File: src/rtl/fetch_unit_if.sv
// Fetch unit bus bundle: PC handshake, instruction memory port, decode-side IR port.
interface fetch_unit_if #(parameter int INSTR_W = 16);
   logic [11:0]        PC_in;
   logic               PC_Write;
   logic               imem_req;
   logic [11:0]        imem_addr;
   logic               imem_ack;
   logic [INSTR_W-1:0] imem_data;
   logic [INSTR_W-1:0] IR_out;
   logic [11:0]        IR_pc;
   logic               IR_valid;
   logic               IR_ready;
   logic               flush;
   logic               fetch_err;

   modport master (
      input  PC_in, imem_ack, imem_data, IR_ready, flush,
      output PC_Write, imem_req, imem_addr, IR_out, IR_pc, IR_valid, fetch_err
   );
   modport slave (
      output PC_in, imem_ack, imem_data, IR_ready, flush,
      input  PC_Write, imem_req, imem_addr, IR_out, IR_pc, IR_valid, fetch_err
   );
endinterface

File: src/rtl/fetch_unit.sv
// Instruction fetch FSM (IDLE/REQ/HOLD) with flush discard handling.
// Optional REQ wait timeout with sticky fetch_err: define FETCH_TIMEOUT_EN.
module fetch_unit #(
   parameter int INSTR_W = 16,
   parameter int TIMEOUT = 15
) (
   input logic          clk,
   input logic          reset,
   fetch_unit_if.master bus
);
   typedef enum logic [1:0] {IDLE, REQ, HOLD} state_t;

   state_t state, state_nxt;
   logic   discard;
   logic   ack_ok;
   logic   timeout_hit;

   if (TIMEOUT < 1) begin : g_bad_timeout
      $error("fetch_unit: TIMEOUT must be at least 1");
   end

   // An ack is only usable if no redirect happened during or before it.
   assign ack_ok       = bus.imem_ack && !discard && !bus.flush;
   assign bus.PC_Write = (state == REQ) && ack_ok;
   assign bus.imem_req = (state == REQ);
   assign bus.IR_valid = (state == HOLD);

`ifdef FETCH_TIMEOUT_EN
   localparam int CNT_W = $clog2(TIMEOUT + 1);
   logic [CNT_W-1:0] wait_cnt;
   logic             err_q;

   assign timeout_hit   = (state == REQ) && !bus.imem_ack && (wait_cnt == CNT_W'(TIMEOUT - 1));
   assign bus.fetch_err = err_q;

   always_ff @(posedge clk or negedge reset) begin
      if (!reset) begin
         wait_cnt <= '0;
         err_q    <= 1'b0;
      end else begin
         if (state == REQ && !bus.imem_ack && !timeout_hit) wait_cnt <= wait_cnt + 1'b1;
         else                                               wait_cnt <= '0;
         if (timeout_hit) err_q <= 1'b1;
      end
   end
`else
   assign timeout_hit   = 1'b0;
   assign bus.fetch_err = 1'b0;
`endif

   always_ff @(posedge clk or negedge reset) begin
      if (!reset) state <= IDLE;
      else        state <= state_nxt;
   end

   always_comb begin
      state_nxt = state;
      case (state)
         IDLE: state_nxt = REQ;
         REQ: begin
            if (bus.imem_ack)     state_nxt = ack_ok ? HOLD : IDLE;
            else if (timeout_hit) state_nxt = IDLE;
         end
         HOLD: begin
            if (bus.flush)         state_nxt = IDLE;
            else if (bus.IR_ready) state_nxt = REQ;
         end
         default: state_nxt = IDLE;
      endcase
   end

   always_ff @(posedge clk or negedge reset) begin
      if (!reset) begin
         bus.imem_addr <= '0;
         bus.IR_out    <= {INSTR_W{1'b0}};
         bus.IR_pc     <= '0;
         discard       <= 1'b0;
      end else begin
         // PC_in has already advanced by the time HOLD hands off, so no bubble.
         if (state == IDLE || (state == HOLD && bus.IR_ready && !bus.flush))
            bus.imem_addr <= bus.PC_in;
         if (state == REQ) begin
            if (bus.imem_ack || timeout_hit) discard <= 1'b0;
            else if (bus.flush)              discard <= 1'b1;
            if (ack_ok) begin
               bus.IR_out <= bus.imem_data;
               bus.IR_pc  <= bus.imem_addr;
            end
         end
      end
   end
endmodule

File: src/flat_wrapper.sv
// flat-port wrapper written by rule: the top's interface ports become plain ports
module fetch_unit_flat 
#(
   parameter int INSTR_W = 16,
   parameter int TIMEOUT = 15
)
  (clk, reset, bus_PC_in, bus_imem_ack, bus_imem_data, bus_IR_ready, bus_flush, bus_PC_Write, bus_imem_req, bus_imem_addr, bus_IR_out, bus_IR_pc, bus_IR_valid, bus_fetch_err);
  fetch_unit_if #(.INSTR_W(INSTR_W)) bus_i ();
  input logic clk;
  input logic reset;
  input wire logic [$bits(bus_i.PC_in)-1:0] bus_PC_in;
  input wire logic [$bits(bus_i.imem_ack)-1:0] bus_imem_ack;
  input wire logic [$bits(bus_i.imem_data)-1:0] bus_imem_data;
  input wire logic [$bits(bus_i.IR_ready)-1:0] bus_IR_ready;
  input wire logic [$bits(bus_i.flush)-1:0] bus_flush;
  output wire logic [$bits(bus_i.PC_Write)-1:0] bus_PC_Write;
  output wire logic [$bits(bus_i.imem_req)-1:0] bus_imem_req;
  output wire logic [$bits(bus_i.imem_addr)-1:0] bus_imem_addr;
  output wire logic [$bits(bus_i.IR_out)-1:0] bus_IR_out;
  output wire logic [$bits(bus_i.IR_pc)-1:0] bus_IR_pc;
  output wire logic [$bits(bus_i.IR_valid)-1:0] bus_IR_valid;
  output wire logic [$bits(bus_i.fetch_err)-1:0] bus_fetch_err;
  assign bus_i.PC_in = bus_PC_in;
  assign bus_i.imem_ack = bus_imem_ack;
  assign bus_i.imem_data = bus_imem_data;
  assign bus_i.IR_ready = bus_IR_ready;
  assign bus_i.flush = bus_flush;
  assign bus_PC_Write = bus_i.PC_Write;
  assign bus_imem_req = bus_i.imem_req;
  assign bus_imem_addr = bus_i.imem_addr;
  assign bus_IR_out = bus_i.IR_out;
  assign bus_IR_pc = bus_i.IR_pc;
  assign bus_IR_valid = bus_i.IR_valid;
  assign bus_fetch_err = bus_i.fetch_err;
  fetch_unit #(.INSTR_W(INSTR_W), .TIMEOUT(TIMEOUT)) u_core (.clk(clk), .reset(reset), .bus(bus_i));
endmodule
File: config.mk
export PLATFORM = sky130hd
export DESIGN_NAME = fetch_unit_flat
export DESIGN_NICKNAME = d
export VERILOG_FILES = /design/src/rtl/fetch_unit_if.sv /design/src/rtl/fetch_unit.sv /design/src/flat_wrapper.sv
export SDC_FILE = /design/constraint.sdc
export NUM_CORES = 1
export LEC_CHECK = 0
export CAP_MARGIN = 25
export CORE_MARGIN = 3
export CORE_UTILIZATION = 35
export DETAILED_ROUTE_END_ITERATION = 6
export GPL_ROUTABILITY_DRIVEN = 0
export PLACE_DENSITY = 0.7
export SLEW_MARGIN = 10
export SYNTH_ARGS = -nofsm -noshare
export SYNTH_HDL_FRONTEND = slang
export SYNTH_SLANG_ARGS = --single-unit
File: constraint.sdc
create_clock -name clk -period 1.5 [get_ports clk]
set_input_delay 0.45 -clock clk [delete_from_list [all_inputs] [get_ports clk]]
set_output_delay 0.45 -clock clk [all_outputs]
set_load 0.01 [all_outputs]
-- After elaboration in Yosys (flattened, before gate mapping)
Cells that the tools add are included.
W data, S select, Z words.
- register bits: 43
- bits of input ports: 33
- output and inout port bits: 44
- logic and storage cells: 29
- equality and inequality tests: 4
- mux-type cells: 7
- reductions and logical operators: 13
- operators by type and width (operator ; number):
    $mux W2 ; 4
    $pmux W2 S3 ; 1
    $reduce_and A2 Y1 ; 3
    $logic_and A1 B1 Y1 ; 5
    $ne A3 B3 Y1 const B ; 1
    $eq A2 B1 Y1 const B ; 1
    $eq A2 B2 Y1 const B ; 1
    $logic_not A1 Y1 ; 2
    $logic_not A2 Y1 ; 1
    $mux W1 ; 2
    $ne A2 B2 Y1 const B ; 1
    $reduce_bool A2 Y1 ; 1
    $logic_or A1 B1 Y1 ; 1

-- Depth between registers and ports, before layout
- depth in word-level cells: 6
- depth in mapped cells: 4
- gate-level depth less buffers: 3

-- Least setup slack after synthesis
Ideal clock, no wire load.
- path type: input-to-reg
- start: input bus_flush
- end: register u_core.bus.imem_addr[10]
- library setup time: 0.125 ns
- arrival: 1.307 ns
- required time: 1.375 ns
- slack: 0.068 ns
- stages: 4
- buffers on the path: 1
- cells stage by stage: nand2b_1 > a21oi_2 > buf_4 > mux2_2
- longest elaborated chain between the ends: 3
- RTL lines (element ; RTL line ; RTL):
    start, declared ; flat_wrapper.sv:15 ; input wire logic [$bits(bus_i.flush)-1:0] bus_flush;
    $logic_not A1 Y1 ; fetch_unit.sv:80 ; if (state == IDLE || (state == HOLD && bus.IR_ready && !bus.flush))
    $logic_and A1 B1 Y1 ; fetch_unit.sv:80 ;
    $logic_or A1 B1 Y1 ; fetch_unit.sv:80 ;
    end signal, assigned ; fetch_unit.sv:81 ; bus.imem_addr <= bus.PC_in;
    end, declared ; fetch_unit_if.sv:18 ; output PC_Write, imem_req, imem_addr, IR_out, IR_pc, IR_valid, fetch_err
Every way passes these cells.
A chain may end at the register's enable or synchronous reset.

-- Worst setup path after layout
- start: register u_core.state[1]
- end: output bus_PC_Write
- longest elaborated chain between the ends: 2
- RTL lines (element ; RTL line ; RTL):
    start, declared ; fetch_unit.sv:13 ; state_t state, state_nxt;
    start signal, assigned ; fetch_unit.sv:53 ; else state <= state_nxt;
    $eq A2 B1 Y1 ; fetch_unit.sv:24 ; assign bus.PC_Write = (state == REQ) && ack_ok;
    $logic_and A1 B1 Y1 ; fetch_unit.sv:24 ;
    end, declared ; flat_wrapper.sv:16 ; output wire logic [$bits(bus_i.PC_Write)-1:0] bus_PC_Write;
Every way passes these cells.

==> flow_summary_export.csv <==
group,metric,value,unit
synth,seq_area_frac_synth,0.649,
finish,num-fill-cells,357,
sta,layout_setup_ws,-0.112,ns
routing,wl,4160,um
sta,period_minus_slack,1.61,ns
critical_path,crit_path_start,"u_core.state[1]",
critical_path,crit_slowest_cell,"dfrtp_1",
die,start_util,0.371,
sta,slew_viol_final,0,
clock_network,cts_tree,"built",
power_and_ir_drop,p_leak,0.00134,uW
global_routing,grt_use_total,0.145,
finish,multiInputGateArea,589,sq um
routing,vias,1190,
critical_path,cp_data_arrival_time,1.16,ns
synth,ys.flop_type,"dfrtp_1",
routing,wl_per_cell,16.5,um
synth,synth_edf_count,0,
placed_design,dp_slack,-0.686,ns
synth,synthArstFlopShare,1.00,
die,core_area,4470,sq um
critical_path,path_cells,"nor2b_4, and3_4, buf_6",
clock_network,cts_buffer_depth,2,
die,fp.dieH,74.8,um
clock_network,clock_latency,0.29,ns
status,violations,"setup timing",
critical_path,worstSetupPathType,"flip-flop to output pin",
die,boundaryPins,77,
routing,via_per_inst,4.72,
die,chipWidth,74.8,um
global_routing,first_global_vias,1243,
critical_path,ff2ff_path_depth,5,
critical_path,end_kind,"output pin",
synth,syn_nets,133,
clock_network,ctsHtreeMaxLevel,2,
placed_design,dp_hpwl,2700,um
synth,synth.avg_cell_area,16.6,sq um
sta,setup_viol,43,
global_routing,grt_pass1_wl,6020,um
routing,detail-route-antenna-nets,0,
synth,ys_warn_count,0,
critical_path,worst_ep_required_time,1.05,ns
clock_network,cts_root_buf,"clkbuf_8",
synth,post_synth_instance_area,1660,sq um
finish,drive_above_1_share,0.255,
sta,fin_tns_setup,-1.68,ns
critical_path,regToRegEndpoint,"u_core.bus.IR_pc[0]",
sta,fin_worst_skew,0.00281,ns
power_and_ir_drop,vdd_drop_max,0.717,mV
hold_path,hp-class,"primary input to asynchronous set/reset pin",
clock_network,ctsHoldBuffers,0,
routing,remaining_drc_errors,0,
critical_path,worst_setup_path_start_kind,"flip-flop",
global_routing,grt-ovfl-total,0,
placed_design,port_buffers,75,
sta,fin_crit_sh,1.07,
routing,drtIter0Drc,27,
die,row_count,24,
critical_path,worstReg2RegStart,"u_core.state[1]",
synth,synth_cell_types,15,
synth,synth_common_cells,"43 x dfrtp_1, 28 x mux2_1, 12 x mux2_2, 3 x buf_6",
critical_path,cpPeakStageDelay,0.43,ns
critical_path,critPathCapture,"bus_PC_Write",
flow_run,drv_cap,0,
synth,synthTopCellsByArea,"dfrtp_1 65%, mux2_1 19%, mux2_2 8.2%, buf_6 2.0%, buf_4 0.91%",
finish,seq_area,1080,sq um
clock_network,cts_buffers,5,
clock_network,clk_pin_slew,0.08,ns
synth,yosysTopAreaCellShare,0.649,
sta,fmax,0.620,GHz
synth,syn_inst,100,
sta,rsz0062_at_grt,"true",
critical_path,rrSetupSlack,-0.05,ns
synth,synth.most_common_cell,"dfrtp_1",
clock_network,cts.sinks,43,
status,outcome,"finished with violations",
power_and_ir_drop,power,4560,uW
synth,ys_ff_latch,43,
synth,yosys.area.top_type,"dfrtp_1",
finish,final_net_count,232,
sta,hold_violations,0,
global_routing,grt_max_degree,44,
routing,dr.pass1.iters,4,
critical_path,crit_fanout,2,
finish,antennaDiodeCount,0,
die,dieArea,5600,sq um
power_and_ir_drop,power.density,1600,nW/um^2
global_routing,antenna_found_initial,0,
finish,areaGrowthSynthToFinish,71.5,%
[cell type report]
class,instances,area share
clock buffers,6,0.0290
well taps,52,0.0229
clock inverters,2,0.0123
repair buffers,97,0.350
flip-flops and latches,43,0.378
multi-input cells,52,0.207
[logic make-up (layout without fill, tap and decap cells)]
logic type	after synthesis	in the layout	synth area share
AO/OA/AOI/OAI	5	5	0.0204
buffers and inverters	5	105	0.0294
flip-flops	43	43	0.649
multiplexers	40	40	0.272
other	1	1	0.00226
AND/OR/NAND/NOR	6	6	0.0272
[cells in the final DEF, fill, tap and decap left out]
| master | n |
|---|---|
| clkbuf_16 | 2 |
| clkbuf_8 | 6 |
| conb_1 | 1 |
| buf_4 | 7 |
| buf_2 | 1 |
| a21oi_4 | 1 |
| clkdlybuf4s50_1 | 28 |
| dlygate4sd2_1 | 43 |
| buf_6 | 11 |
| buf_12 | 4 |
| dfrtp_1 | 43 |
| nor2b_4 | 2 |
| mux2_4 | 9 |
| nor2_1 | 2 |
| clkinv_2 | 1 |
| o21bai_1 | 1 |
| a21o_1 | 1 |
| buf_16 | 1 |
| mux2_1 | 28 |
| and3_4 | 1 |
| a21oi_1 | 2 |
| mux2_2 | 3 |
| bufinv_16 | 1 |
| nand2b_4 | 1 |
[repair_timing]
action                     4_1_cts  5_1_grt
setup endpoints to repair       84       30
pin swaps                        3        2
resized for setup               81        1
gates cloned                     1        3
buffers inserted                 4        4
[metal layers]
metal  up-vias  global-route usage  share of wire
met1       581               0.177           0.42
met4         0              0.0534          0.016
met3         6              0.0441          0.063
met5         -                   0              0
li1        551                   -              -
met2        52               0.241           0.50
[worst min-delay path by stage]
stage,to,cells past startpoint
floorplan,u_core.bus.IR_out[0],0
global placement,u_core.bus.IR_out[10],2
detailed placement,u_core.bus.IR_out[9],2
CTS,u_core.bus.IR_pc[7],2
global route,u_core.bus.IR_pc[7],2
finish,u_core.bus.IR_out[9],2
[power by group]
group	leakage (uW)	internal, uW	total (uW)	switching [uW]
clock network	0.0000612	539	921	383
registers	0.000508	1640	1870	226
logic	0.000766	1050	1770	721
total	0.00134	3230	4560	1330
[metrics by stage]
| stage | instance area [sq um] | cells | util | hold slack, ns |
|---|---|---|---|---|
| 6_report | 2840 | 252 | 0.636 | 0.110 |
| 3_3_place_gp | 2520 | 232 | 0.563 | 0.436 |
| 5_1_grt | 2840 | 252 | 0.636 | 0.132 |
| 4_1_cts | 2740 | 245 | 0.612 | 0.125 |
| 3_5_place_dp | 2520 | 232 | 0.563 | 0.441 |
| 2_1_floorplan | 1660 | 100 | - | 0.154 |
[sequential cells by signal (all words and copies together), names as in the netlist]
register,cells
u_core.bus.IR_out,16
u_core.bus.IR_pc,12
u_core.bus.imem_addr,12
u_core.state,2
u_core.discard,1
[critical path, delay by kind of cell, from the launching register on]
| kind | cells | cell delay, ns |
|---|---|---|
| buf+inv | 1 | 0.10 |
| flops | 1 | 0.43 |
| simple gates | 2 | 0.35 |
No activity file was read; power rests on OpenSTA's default activity.
